[src/rtl/seven_segment_scan.sv]
// N-digit seven-segment scan driver: refresh divider, tear-free frame buffer, dp/blank masks, PWM brightness.
// Optional blink feature enabled by defining SSEG_BLINK_EN.
module seven_segment_scan #(
  parameter int unsigned DIGITS     = 4,
  parameter int unsigned DIV_BITS   = 12,
  parameter int unsigned BLINK_BITS = 24
) (
  input  logic                  clk,
  input  logic                  rst_n,
  input  logic [7*DIGITS-1:0]   display_queue,
  input  logic [DIGITS-1:0]     dp_mask,
  input  logic [DIGITS-1:0]     blank_mask,
  input  logic [3:0]            brightness,
`ifdef SSEG_BLINK_EN
  input  logic [DIGITS-1:0]     blink_mask,
`endif
  output logic [DIGITS-1:0]     digit_select,
  output logic [6:0]            display_select,
  output logic                  dp,
  output logic                  frame_sync
);

  localparam int unsigned STEP_W = (DIGITS > 2) ? $clog2(DIGITS) : 1;
  localparam int unsigned SEG_W  = 7 * DIGITS;

  if (DIGITS < 2) begin : g_bad_digits
    $error("DIGITS must be >= 2");
  end
  if (DIV_BITS < 4) begin : g_bad_div
    $error("DIV_BITS must be >= 4");
  end
  if (BLINK_BITS < 1) begin : g_bad_blink
    $error("BLINK_BITS must be >= 1");
  end

  logic [DIV_BITS-1:0] div_cnt;
  logic [STEP_W-1:0]   step;
  logic [SEG_W-1:0]    frame_seg;
  logic [DIGITS-1:0]   frame_dp;
  logic [DIGITS-1:0]   frame_blank;
`ifdef SSEG_BLINK_EN
  logic [BLINK_BITS-1:0] blink_cnt;
  logic [DIGITS-1:0]     frame_blink;
  logic                  slot_blink;
`endif

  logic              tick;
  logic              last;
  logic              load;
  logic              pwm_on;
  logic              blink_on;
  logic              lit;
  logic [6:0]        slot_seg;
  logic              slot_blank;
  logic              slot_dp;
  logic [DIGITS-1:0] slot_sel;
  logic [DIGITS-1:0] next_digit_select;
  logic [6:0]        next_display_select;
  logic              next_dp;

  assign tick   = &div_cnt;
  assign last   = (step == STEP_W'(DIGITS - 1));
  assign load   = tick & last;
  assign pwm_on = (div_cnt[DIV_BITS-1 -: 4] <= brightness);

  // Select the frame data belonging to the current slot (slot k drives digit bit DIGITS-1-k).
  always_comb begin
    slot_seg   = 7'h7F;
    slot_blank = 1'b1;
    slot_dp    = 1'b0;
    slot_sel   = '1;
`ifdef SSEG_BLINK_EN
    slot_blink = 1'b0;
`endif
    for (int k = 0; k < int'(DIGITS); k++) begin
      if (step == STEP_W'(k)) begin
        slot_seg   = frame_seg[7*(int'(DIGITS)-k)-1 -: 7];
        slot_blank = frame_blank[int'(DIGITS)-1-k];
        slot_dp    = frame_dp[int'(DIGITS)-1-k];
        slot_sel   = ~(DIGITS'(1) << (int'(DIGITS)-1-k));
`ifdef SSEG_BLINK_EN
        slot_blink = frame_blink[int'(DIGITS)-1-k];
`endif
      end
    end
  end

`ifdef SSEG_BLINK_EN
  assign blink_on = ~(slot_blink & blink_cnt[BLINK_BITS-1]);
`else
  assign blink_on = 1'b1;
`endif

  assign lit = pwm_on & ~slot_blank & blink_on;

  always_comb begin
    next_digit_select   = '1;
    next_display_select = 7'h7F;
    next_dp             = 1'b1;
    if (lit) begin
      next_digit_select   = slot_sel;
      next_display_select = slot_seg;
      next_dp             = ~slot_dp;
    end
  end

  // Scan counters, frame buffer and registered pin drivers.
  always_ff @(posedge clk) begin
    if (!rst_n) begin
      div_cnt        <= '0;
      step           <= '0;
      frame_seg      <= '1;
      frame_dp       <= '0;
      frame_blank    <= '1;
      digit_select   <= '1;
      display_select <= 7'h7F;
      dp             <= 1'b1;
      frame_sync     <= 1'b0;
    end else begin
      div_cnt        <= div_cnt + DIV_BITS'(1);
      frame_sync     <= load;
      digit_select   <= next_digit_select;
      display_select <= next_display_select;
      dp             <= next_dp;
      if (tick) begin
        step <= last ? '0 : step + STEP_W'(1);
      end
      if (load) begin
        frame_seg   <= display_queue;
        frame_dp    <= dp_mask;
        frame_blank <= blank_mask;
      end
    end
  end

`ifdef SSEG_BLINK_EN
  // Blink counter and the blink bits of the frame buffer.
  always_ff @(posedge clk) begin
    if (!rst_n) begin
      blink_cnt   <= '0;
      frame_blink <= '0;
    end else begin
      blink_cnt <= blink_cnt + BLINK_BITS'(1);
      if (load) begin
        frame_blink <= blink_mask;
      end
    end
  end
`endif

endmodule
[config.mk]
export PLATFORM = sky130hd
export DESIGN_NAME = seven_segment_scan
export DESIGN_NICKNAME = d
export VERILOG_FILES = /design/src/rtl/seven_segment_scan.sv
export SDC_FILE = /design/constraint.sdc
export NUM_CORES = 1
export LEC_CHECK = 0
export ABC_AREA = 0
export CAP_MARGIN = 10
export CORE_UTILIZATION = 40
export CTS_CLUSTER_DIAMETER = 150
export DETAILED_ROUTE_END_ITERATION = 10
export PLACE_DENSITY = 0.71
export REMOVE_ABC_BUFFERS = 1
export SYNTH_ARGS = -nofsm -noshare
export SYNTH_HDL_FRONTEND = slang
export SYNTH_SLANG_ARGS = --single-unit
[constraint.sdc]
create_clock -name clk -period 3.9 [get_ports clk]
set_input_delay 0.39 -clock clk [delete_from_list [all_inputs] [get_ports clk]]
set_output_delay 0.39 -clock clk [all_outputs]
set_load 0.02 [all_outputs]
==> run_results.csv, run 1 <==
group,metric,value,unit
synthesis,ys_seq_elements,63,
timing,worst_clock_skew,0.0102,ns
final_layout,n_antenna_cell,0,
setup_path,cp_max_fo,18,
setup_path,cp_top_family,"compound AO/OA/AOI/OAI gates",
global_routing,grt_pass1_wl,8.94,mm
detailed_routing,first_iter_violations,107,
synthesis,ys_seq_area_share,47.3,%
synthesis,synth_top_cell_area_share,47.3,%
global_routing,antenna_found_initial,0,
clocking,root_buffer,"clkbuf_8",
clocking,holdBufCountCts,0,
setup_path,arrival,2.70,ns
place,place_ws,1.42,ns
run_status,outcome,"finished clean",
synthesis,ys_top_cells_by_area,"dfxtp_1 (47%), o22a_2 (12%), ha_1 (4.2%), nand2_1 (3.8%), nand3_1 (3.2%)",
synthesis,async_flop_share,0,%
synthesis,synth.area.mux_share,0,%
synthesis,synthSimpleGateAreaFrac,17.9,%
synthesis,synth_top_cell_by_area,"dfxtp_1",
detailed_routing,vias,2014,
timing,finalCritPeriodShare,64.9,%
detailed_routing,wl_per_cell,13.6,um
timing,slew_headroom,23.2,%
clocking,clock_latency,0.34,ns
global_routing,grtUsageTotal,16.3,%
floorplan,die-height,83.6,um
clocking,cts_setup_buffers,0,
place,gp_congestion,0.783,
setup_path,required,4.07,ns
synthesis,synth-edff-count,0,
timing,finalCriticalPeriod,2.53,ns
synthesis,synth_top_family_by_area,"compound AO/OA/AOI/OAI gates",
synthesis,ys_warn_count,0,
timing,setup_ws,1.37,ns
synthesis,synthXorXnorAreaFrac,3.29,%
clocking,cts_made_buffers,9,
global_routing,grt_overflow,0,
synthesis,synth_cells,260,
detailed_routing,drcViolationCount,0,
detailed_routing,ant_nets,0,
clocking,clkSinkCount,63,
synthesis,syn_avg_cell_area,10.2,sq um
floorplan,num_io_pins,55,
setup_path,path_cells,"ha_1 > nor2b_1 > nor4_1 > a211oi_1 > nand3_1",
setup_path,cp-start-kind,"flip-flop",
timing,setup_tns,0,ns
synthesis,synth_area,0.00266,sq mm
final_layout,finalNonFillerCells,395,
timing,rsz0062_at_grt,"no",
setup_path,worst-path-buf-inv,0,
job,drv_cap,0,
floorplan,dieWidth,83.6,um
setup_path,end_kind,"flip-flop",
worst_hold_path,hp-class,"reg -> reg",
place,hpwl,3.57,mm
clocking,htree_num_levels,3,
clocking,clk_path_buf_depth,2,
timing,hold_violations,0,
detailed_routing,detail_route.wirelength,5.39,mm
floorplan,rows,29,
synthesis,synth_compound_area_share,21.4,%
clocking,cts_tree,"yes",
setup_path,regToRegSetupSlack,1.37,ns
setup_path,slowest_delay,0.91,ns
power,leakage,1.28,nW
final_layout,drive_gt1_share,18.9,%
timing,worst_pin_slew,1.14,ns
detailed_routing,drtPass1Iterations,4,
place,io_buffer_count,54,
clocking,clk_pin_slew_worst_paths,0.07,ns
setup_path,crit_type,"reg -> reg",
place,placed_cells,379,
timing,finalSetupViolCount,0,
global_routing,first_global_vias,1969,
synthesis,synth_cell_types,35,
floorplan,initial_core_util,41.7,%
setup_path,cp_slowest_cell,"a211oi_1",
final_layout,syn2layout_area_growth,30.0,%
final_layout,layout.nets,364,
floorplan,core,0.00639,sq mm
timing,max_freq,395,MHz
synthesis,synth_ff_type,"dfxtp_1",
synthesis,synthAdderAreaFrac,4.23,%
power,powerDensity,407,mW/mm^2
detailed_routing,viasPerCell,5.10,
timing,slew_violations,0,
global_routing,grt_start_max_net_pins,33,
power,ir_worst_vdd,277,uV
clocking,cts_resized,0,
timing,holdWs,0.478,ns
floorplan,dieArea,0.00699,sq mm
cell usage in the layout, fill, tap and decap left out, drive strengths merged, types with 2 or more instances in the layout:
cell type and count:
dfxtp 63, clkdlybuf4s50 54, o22a 33, nand2 27
nand3 17, nor2 14, inv 11, nor2b 10
and2 10, o21ai 10, ha 9, clkbuf 9
xnor2 7, a221oi 7, a2bb2o 4, buf 4
nor4 4, clkinv 4, xor2 3, bufinv 3
a211oi 2, a21oi 2, nand4 2
cell families (layout without fill, tap and decap cells):
family / count (synthesis) / after routing
simple gates: 90 / 90
flops: 63 / 63
compound gates: 61 / 61
buf+inv: 27 / 85
xor+xnor: 10 / 10
fa+ha+maj: 9 / 9
registers in the layout, summed over array words and instances (netlist names):
name / count
step: 2
display_select: 7
frame_sync: 1
frame_dp: 4
frame_blank: 4
dp: 1
div_cnt: 12
digit_select: 4
frame_seg: 28
per-stage QoR:
step / total power, W / area, sq um / utilization [%]
floorplan: 0.000680 / 2550 / -
global placement: 0.000733 / 3220 / 50.4
detailed placement: 0.000733 / 3220 / 50.4
CTS: 0.00143 / 3460 / 54.2
global route: 0.00146 / 3460 / 54.2
finish: 0.00141 / 3460 / 54.2
where the power goes:
group,internal [W],switching (W),total [W]
Combinational,0.0000460,0.0000231,0.0000690
Sequential,0.000645,0.00000329,0.000649
Clock,0.000426,0.000264,0.000690
worst min-delay path: stages, from the launching register on:
cell and delay, ns:
dfxtp_1 0.33, nor2b_1 0.05, nand3_1 0.07
routing by layer:
metal  up-vias  share of wire [%]  global-route usage (%)
met2        46                 48                    27.2
met5         -                  0                       0
met3         8                5.1                    4.65
li1       1029                  -                       -
met4         0                1.8                    8.32
met1       931                 45                    19.1
path summary, 6_finish.rpt:
kind / from / endpoint / cells past startpoint
setup / recovery: step[0] / display_select[0] / 5
hold / removal: frame_blank[2] / digit_select[2] / 2
setup reg to reg: step[0] / display_select[0] / 5
hold reg to reg: frame_blank[2] / digit_select[2] / 2
area by class of cell:
cell class	instances	area, sq um
fill	567	2920
sequential	63	1260
multi-input combinational	170	1250
timing repair buffer	58	571
clock buffer	9	124
clock inverter	7	121
tap	77	96.3
inverter	11	41.3
cells in the mapped netlist (4+ instances only):
| cell | n |
|---|---|
| a221oi_1 | 7 |
| a2bb2o_4 | 4 |
| and2_1 | 10 |
| clkbuf_1 | 10 |
| dfxtp_1 | 63 |
| ha_1 | 9 |
| inv_1 | 11 |
| nand2_1 | 27 |
| nand3_1 | 17 |
| nor2_1 | 14 |
| nor2b_1 | 10 |
| o21ai_0 | 10 |
| o22a_2 | 32 |
| xnor2_1 | 7 |
Note: power is estimated with default switching activity, not from simulation.
==> run 2, diff against run 1 <==
==> constraint.sdc (replaced) <==
create_clock -name clk -period 2.65 [get_ports clk]
set_input_delay 0.265 -clock clk [delete_from_list [all_inputs] [get_ports clk]]
set_output_delay 0.265 -clock clk [all_outputs]
set_load 0.02 [all_outputs]
==> run_results.csv, run 2 (synthesis gave the netlist of run 1 again) <==
group,metric,value,unit
power,p_int,0.00138,W
setup_path,cp-start-kind,"flip-flop",
timing,max_freq,464,MHz
run_status,outcome,"finished clean",
clocking,clk_path_buf_depth,2,
final_layout,largest_reg_flops,28,
final_layout,syn2layout_area_growth,28.2,%
global_routing,first_global_vias,2007,
timing,setup_ws,0.493,ns
global_routing,grt_pass1_wl,8.96,mm
clocking,htree_num_levels,3,
detailed_routing,vias,2028,
final_layout,final_cell_mix,"dfxtp_1 (63), clkdlybuf4s50_1 (54), o22a_2 (32)",
clocking,cts_made_buffers,9,
final_layout,regArea,0.00126,sq mm
floorplan,dieArea,0.00699,sq mm
global_routing,grtUsageTotal,16.2,%
clocking,holdBufCountCts,0,
place,gp_congestion,0.797,
setup_path,cp_max_fo,30,
place,io_buffer_count,54,
detailed_routing,drtPass1Iterations,4,
clocking,clock_latency,0.34,ns
final_layout,multi_input_area,0.00125,sq mm
setup_path,required,2.94,ns
power,switchingPower,0.000412,W
timing,hold_violations,0,
worst_hold_path,hp-class,"reg -> reg",
power,combPwrFrac,5.7,%
timing,finalSetupViolCount,0,
setup_path,crit_type,"reg -> reg",
final_layout,n_antenna_cell,0,
power,ir_worst_vdd,322,uV
clocking,cts_setup_buffers,0,
detailed_routing,ant_nets,0,
setup_path,regToRegSetupSlack,0.49,ns
setup_path,end_kind,"flip-flop",
clocking,root_buffer,"clkbuf_8",
final_layout,regMostFlops,"frame_seg",
power,powerDensity,524,mW/mm^2
setup_path,arrival,2.45,ns
final_layout,layout_commonest_cell,"dfxtp_1",
detailed_routing,drcViolationCount,0,
detailed_routing,detail_route.wirelength,5.30,mm
floorplan,core,0.00639,sq mm
timing,slew_violations,0,
power,netSwitchingFraction,23.0,%
final_layout,fillers,577,
floorplan,die-height,83.6,um
power,clock_power_share,40.9,%
timing,slew_headroom,50.3,%
clocking,cts_tree,"yes",
job,drv_cap,0,
floorplan,dieWidth,83.6,um
clocking,clkSinkCount,63,
timing,rsz0062_at_grt,"no",
detailed_routing,first_iter_violations,61,
floorplan,initial_core_util,41.7,%
detailed_routing,viasPerCell,5.10,
power,p_seq_share,53.4,%
floorplan,rows,29,
power,leakage,1.26,nW
clocking,clk_pin_slew_worst_paths,0.07,ns
final_layout,largestRegisters,"frame_seg (28), div_cnt (12), display_select (7)",
global_routing,antenna_found_initial,0,
final_layout,layout.nets,367,
global_routing,grt_start_max_net_pins,33,
timing,worst_pin_slew,0.742,ns
global_routing,grt_overflow,0,
floorplan,num_io_pins,55,
timing,worst_clock_skew,0.00906,ns
place,hpwl,3.64,mm
clocking,cts_resized,0,
detailed_routing,wl_per_cell,13.3,um
timing,setup_tns,0,ns
timing,finalCritPeriodShare,81.4,%
final_layout,drive_gt1_share,19.6,%
place,place_ws,0.505,ns
timing,finalCriticalPeriod,2.16,ns
## run 2: cell types whose count changed in the layout (fill, tap and decap cells not counted)
| cell | change |
|---|---|
| buf_4 | +3 |
| bufinv_16 | -3 |
| clkbuf_8 | +1 |
| clkinv_2 | +3 |
| clkinv_4 | -2 |
| clkinvlp_4 | +1 |
## run 2: worst paths after layout
kind,from,to,cells after the start
worst min register to register,frame_blank[2],digit_select[2],2
worst max-delay path,div_cnt[0],frame_seg[6],6
worst max register to register,div_cnt[0],frame_seg[6],6
worst min-delay path,frame_blank[2],digit_select[2],2
## run 2: cell type report
| cell class | instances | share of cell area [%] |
|---|---|---|
| multi-input cells | 170 | 36.6 |
| well taps | 77 | 2.82 |
| repair buffers | 61 | 17.4 |
| clock inverters | 6 | 1.06 |
| flip-flops and latches | 63 | 36.9 |
| inverters | 11 | 1.21 |
| clock buffers | 10 | 4.03 |
## run 2: worst max-delay path, cell delays in order (launching register included)
cell	delay (ns)
dfxtp_1	0.40
ha_1	0.24
nand3_1	0.17
nor4_4	0.37
a21bo_1	0.34
buf_4	0.38
o22a_2	0.19
## run 2: routing by layer
layer  share of wire (%)  vias up  track usage [%]
li1                    -     1032                -
met1                  46      935             19.5
met2                  46       50             26.6
met3                 6.0       11             3.96
met4                 2.0        0             8.78
met5                   0        -                0
## run 2: power groups by stage
stage | sequential [W] | clock (W) | combinational, W
final | 0.000955 | 0.000732 | 0.000102
after detailed placement | 0.000977 | 0 | 0.000102
after floorplan | 0.000976 | 0 | 0.0000243
after global routing | 0.000955 | 0.000794 | 0.000111
after CTS | 0.000955 | 0.000754 | 0.000103
after global placement | 0.000976 | 0 | 0.000102
## run 2: per-stage QoR
| stage | power (W) | cell area (sq um) | std cells | hold slack (ns) | utilization, % |
|---|---|---|---|---|---|
| after global placement | 0.00108 | 3240 | 382 | 0.458 | 50.7 |
| after detailed placement | 0.00108 | 3240 | 382 | 0.466 | 50.7 |
| final | 0.00179 | 3410 | 398 | 0.478 | 53.5 |
| after floorplan | 0.00100 | 2550 | 244 | 0.381 | - |
| after global routing | 0.00186 | 3410 | 398 | 0.496 | 53.5 |
| after CTS | 0.00181 | 3410 | 398 | 0.482 | 53.5 |
==> run 3, diff against run 2 <==
==> constraint.sdc (replaced) <==
create_clock -name clk -period 2.2 [get_ports clk]
set_input_delay 0.22 -clock clk [delete_from_list [all_inputs] [get_ports clk]]
set_output_delay 0.22 -clock clk [all_outputs]
set_load 0.02 [all_outputs]
==> run_results.csv, run 3 (synthesis gave the netlist of run 1 again) <==
group,metric,value,unit
power,p_seq_share,51.7,%
power,netSwitchingFraction,21.6,%
clocking,cts_tree,"yes",
floorplan,initial_core_util,41.7,%
power,powerDensity,642,mW/mm^2
power,ir_worst_vdd,384,uV
global_routing,grt_pass1_wl,8.98,mm
detailed_routing,vias,2056,
detailed_routing,ant_nets,0,
final_layout,final_cell_mix,"dfxtp_1 (63), clkdlybuf4s50_1 (54), o22a_2 (32)",
clocking,clk_pin_slew_worst_paths,0.07,ns
global_routing,first_global_vias,1974,
final_layout,largestRegisters,"frame_seg (28), div_cnt (12), display_select (7)",
floorplan,dieArea,0.00699,sq mm
floorplan,core,0.00639,sq mm
detailed_routing,wl_per_cell,13.2,um
setup_path,required,2.43,ns
clocking,cts_made_buffers,9,
place,postPlaceCellArea,0.00328,sq mm
clocking,holdBufCountCts,0,
detailed_routing,drtPass1Iterations,4,
worst_hold_path,hold_end,"frame_seg[26]",
worst_hold_path,hp-start,"display_queue[26]",
clocking,htree_num_levels,3,
final_layout,syn2layout_area_growth,30.2,%
clocking,clock_latency,0.34,ns
power,combPwrFrac,5.5,%
power,leakage,1.29,nW
clocking,clkSinkCount,63,
setup_path,regToRegSetupSlack,0.30,ns
floorplan,rows,29,
worst_hold_path,hp-class,"in -> reg",
global_routing,grt_start_max_net_pins,33,
power,clock_power_share,42.8,%
power,p_int,0.00175,W
place,place_ws,0.255,ns
timing,finalCritPeriodShare,86.2,%
final_layout,layout_commonest_cell,"dfxtp_1",
timing,slew_headroom,68.8,%
setup_path,cp_max_fo,11,
final_layout,regMostFlops,"frame_seg",
floorplan,dieWidth,83.6,um
setup_path,crit_type,"reg -> reg",
place,io_buffer_count,54,
power,switchingPower,0.000481,W
timing,worst_pin_slew,0.468,ns
setup_path,worst-path-buf-inv,1,
setup_path,end_kind,"flip-flop",
detailed_routing,viasPerCell,5.10,
run_status,outcome,"finished clean",
timing,setup_tns,0,ns
clocking,cts_setup_buffers,0,
global_routing,grt_overflow,0,
setup_path,cp_top_family,"simple AND/OR/NAND/NOR gates",
timing,hold_violations,0,
clocking,clk_path_buf_depth,2,
worst_hold_path,hold_depth,2,
timing,max_freq,527,MHz
setup_path,slowest_delay,0.39,ns
place,gp_congestion,0.744,
final_layout,drive_gt1_share,20.6,%
final_layout,largest_reg_flops,28,
job,drv_cap,0,
setup_path,reg2reg_to,"frame_dp[3]",
setup_path,rr_startpoint,"div_cnt[0]",
timing,worst_clock_skew,0.00605,ns
setup_path,arrival,2.13,ns
setup_path,cp-start-kind,"flip-flop",
clocking,root_buffer,"clkbuf_8",
timing,setup_ws,0.303,ns
detailed_routing,first_iter_violations,123,
global_routing,antenna_found_initial,0,
timing,finalSetupViolCount,0,
setup_path,r2r_cells,6,
timing,slew_violations,0,
final_layout,fillers,573,
place,hpwl,3.81,mm
floorplan,die-height,83.6,um
detailed_routing,detail_route.wirelength,5.31,mm
setup_path,path_cells,"ha_1 > nand3_1 > nor4_4 > a21bo_1 > buf_4 > a2bb2o_4",
final_layout,layout.nets,372,
global_routing,grtUsageTotal,16.3,%
floorplan,num_io_pins,55,
final_layout,final_cell_area,0.00347,sq mm
timing,finalCriticalPeriod,1.90,ns
timing,rsz0062_at_grt,"no",
detailed_routing,drcViolationCount,0,
setup_path,cp_slowest_cell,"dfxtp_1",
clocking,cts_resized,0,
final_layout,n_antenna_cell,0,
==> run 3: cell types whose count changed in the layout (fill, tap and decap cells not counted), sizes merged <==
cell,delta
bufinv,+1
buf,+5
clkinv,-1
==> run 3: cell type report <==
class	instances	area, sq um	area share (%)
flip-flops and latches	63	1260	36.4
multi-input cells	170	1250	36.0
repair buffers	66	631	18.2
clock buffers	10	128	3.68
well taps	77	96.3	2.78
clock inverters	6	61.3	1.77
inverters	11	41.3	1.19
==> run 3: how the worst max path moves through the flow <==
stage,start,to,slack (ns),cells past startpoint
floorplan,div_cnt[0],frame_dp[0],0.10,5
global placement,brightness[2],digit_select[1],0.28,8
detailed placement,brightness[2],dp,0.26,8
CTS,div_cnt[0],frame_blank[3],0.27,6
global route,div_cnt[0],frame_seg[14],0.13,6
finish,div_cnt[0],frame_dp[3],0.30,6
==> run 3: per-layer routing <==
metal  part of all wire, %  global-route usage [%]
met1                    45                    19.1
met4                  0.96                    5.55
met3                   6.9                    6.23
met5                     0                       0
met2                    47                    27.1
==> run 3: per-stage QoR <==
step           util [%]  total power (W)  hold slack (ns)  cells
4_1_cts            54.3          0.00226            0.455    403
6_report           54.3          0.00223            0.467    403
3_3_place_gp       51.3          0.00130            0.448    387
2_1_floorplan         -          0.00120            0.336    244
3_5_place_dp       51.3          0.00130            0.469    387
5_1_grt            54.3          0.00232            0.455    403
==> run 3: worst register-to-register path, stage by stage (launching register included) <==
cell,delay (ns)
dfxtp_1,0.39
ha_1,0.25
nand3_1,0.19
nor4_4,0.36
a21bo_1,0.18
buf_4,0.19
a2bb2o_4,0.22
==> run 3: power by group through the flow <==
stage / clock [W] / combinational (W) / sequential, W
final: 0.000953 / 0.000122 / 0.00115
after CTS: 0.000985 / 0.000124 / 0.00115
after global placement: 0 / 0.000123 / 0.00118
after detailed placement: 0 / 0.000123 / 0.00118
after floorplan: 0 / 0.0000293 / 0.00118
after global routing: 0.00104 / 0.000133 / 0.00115
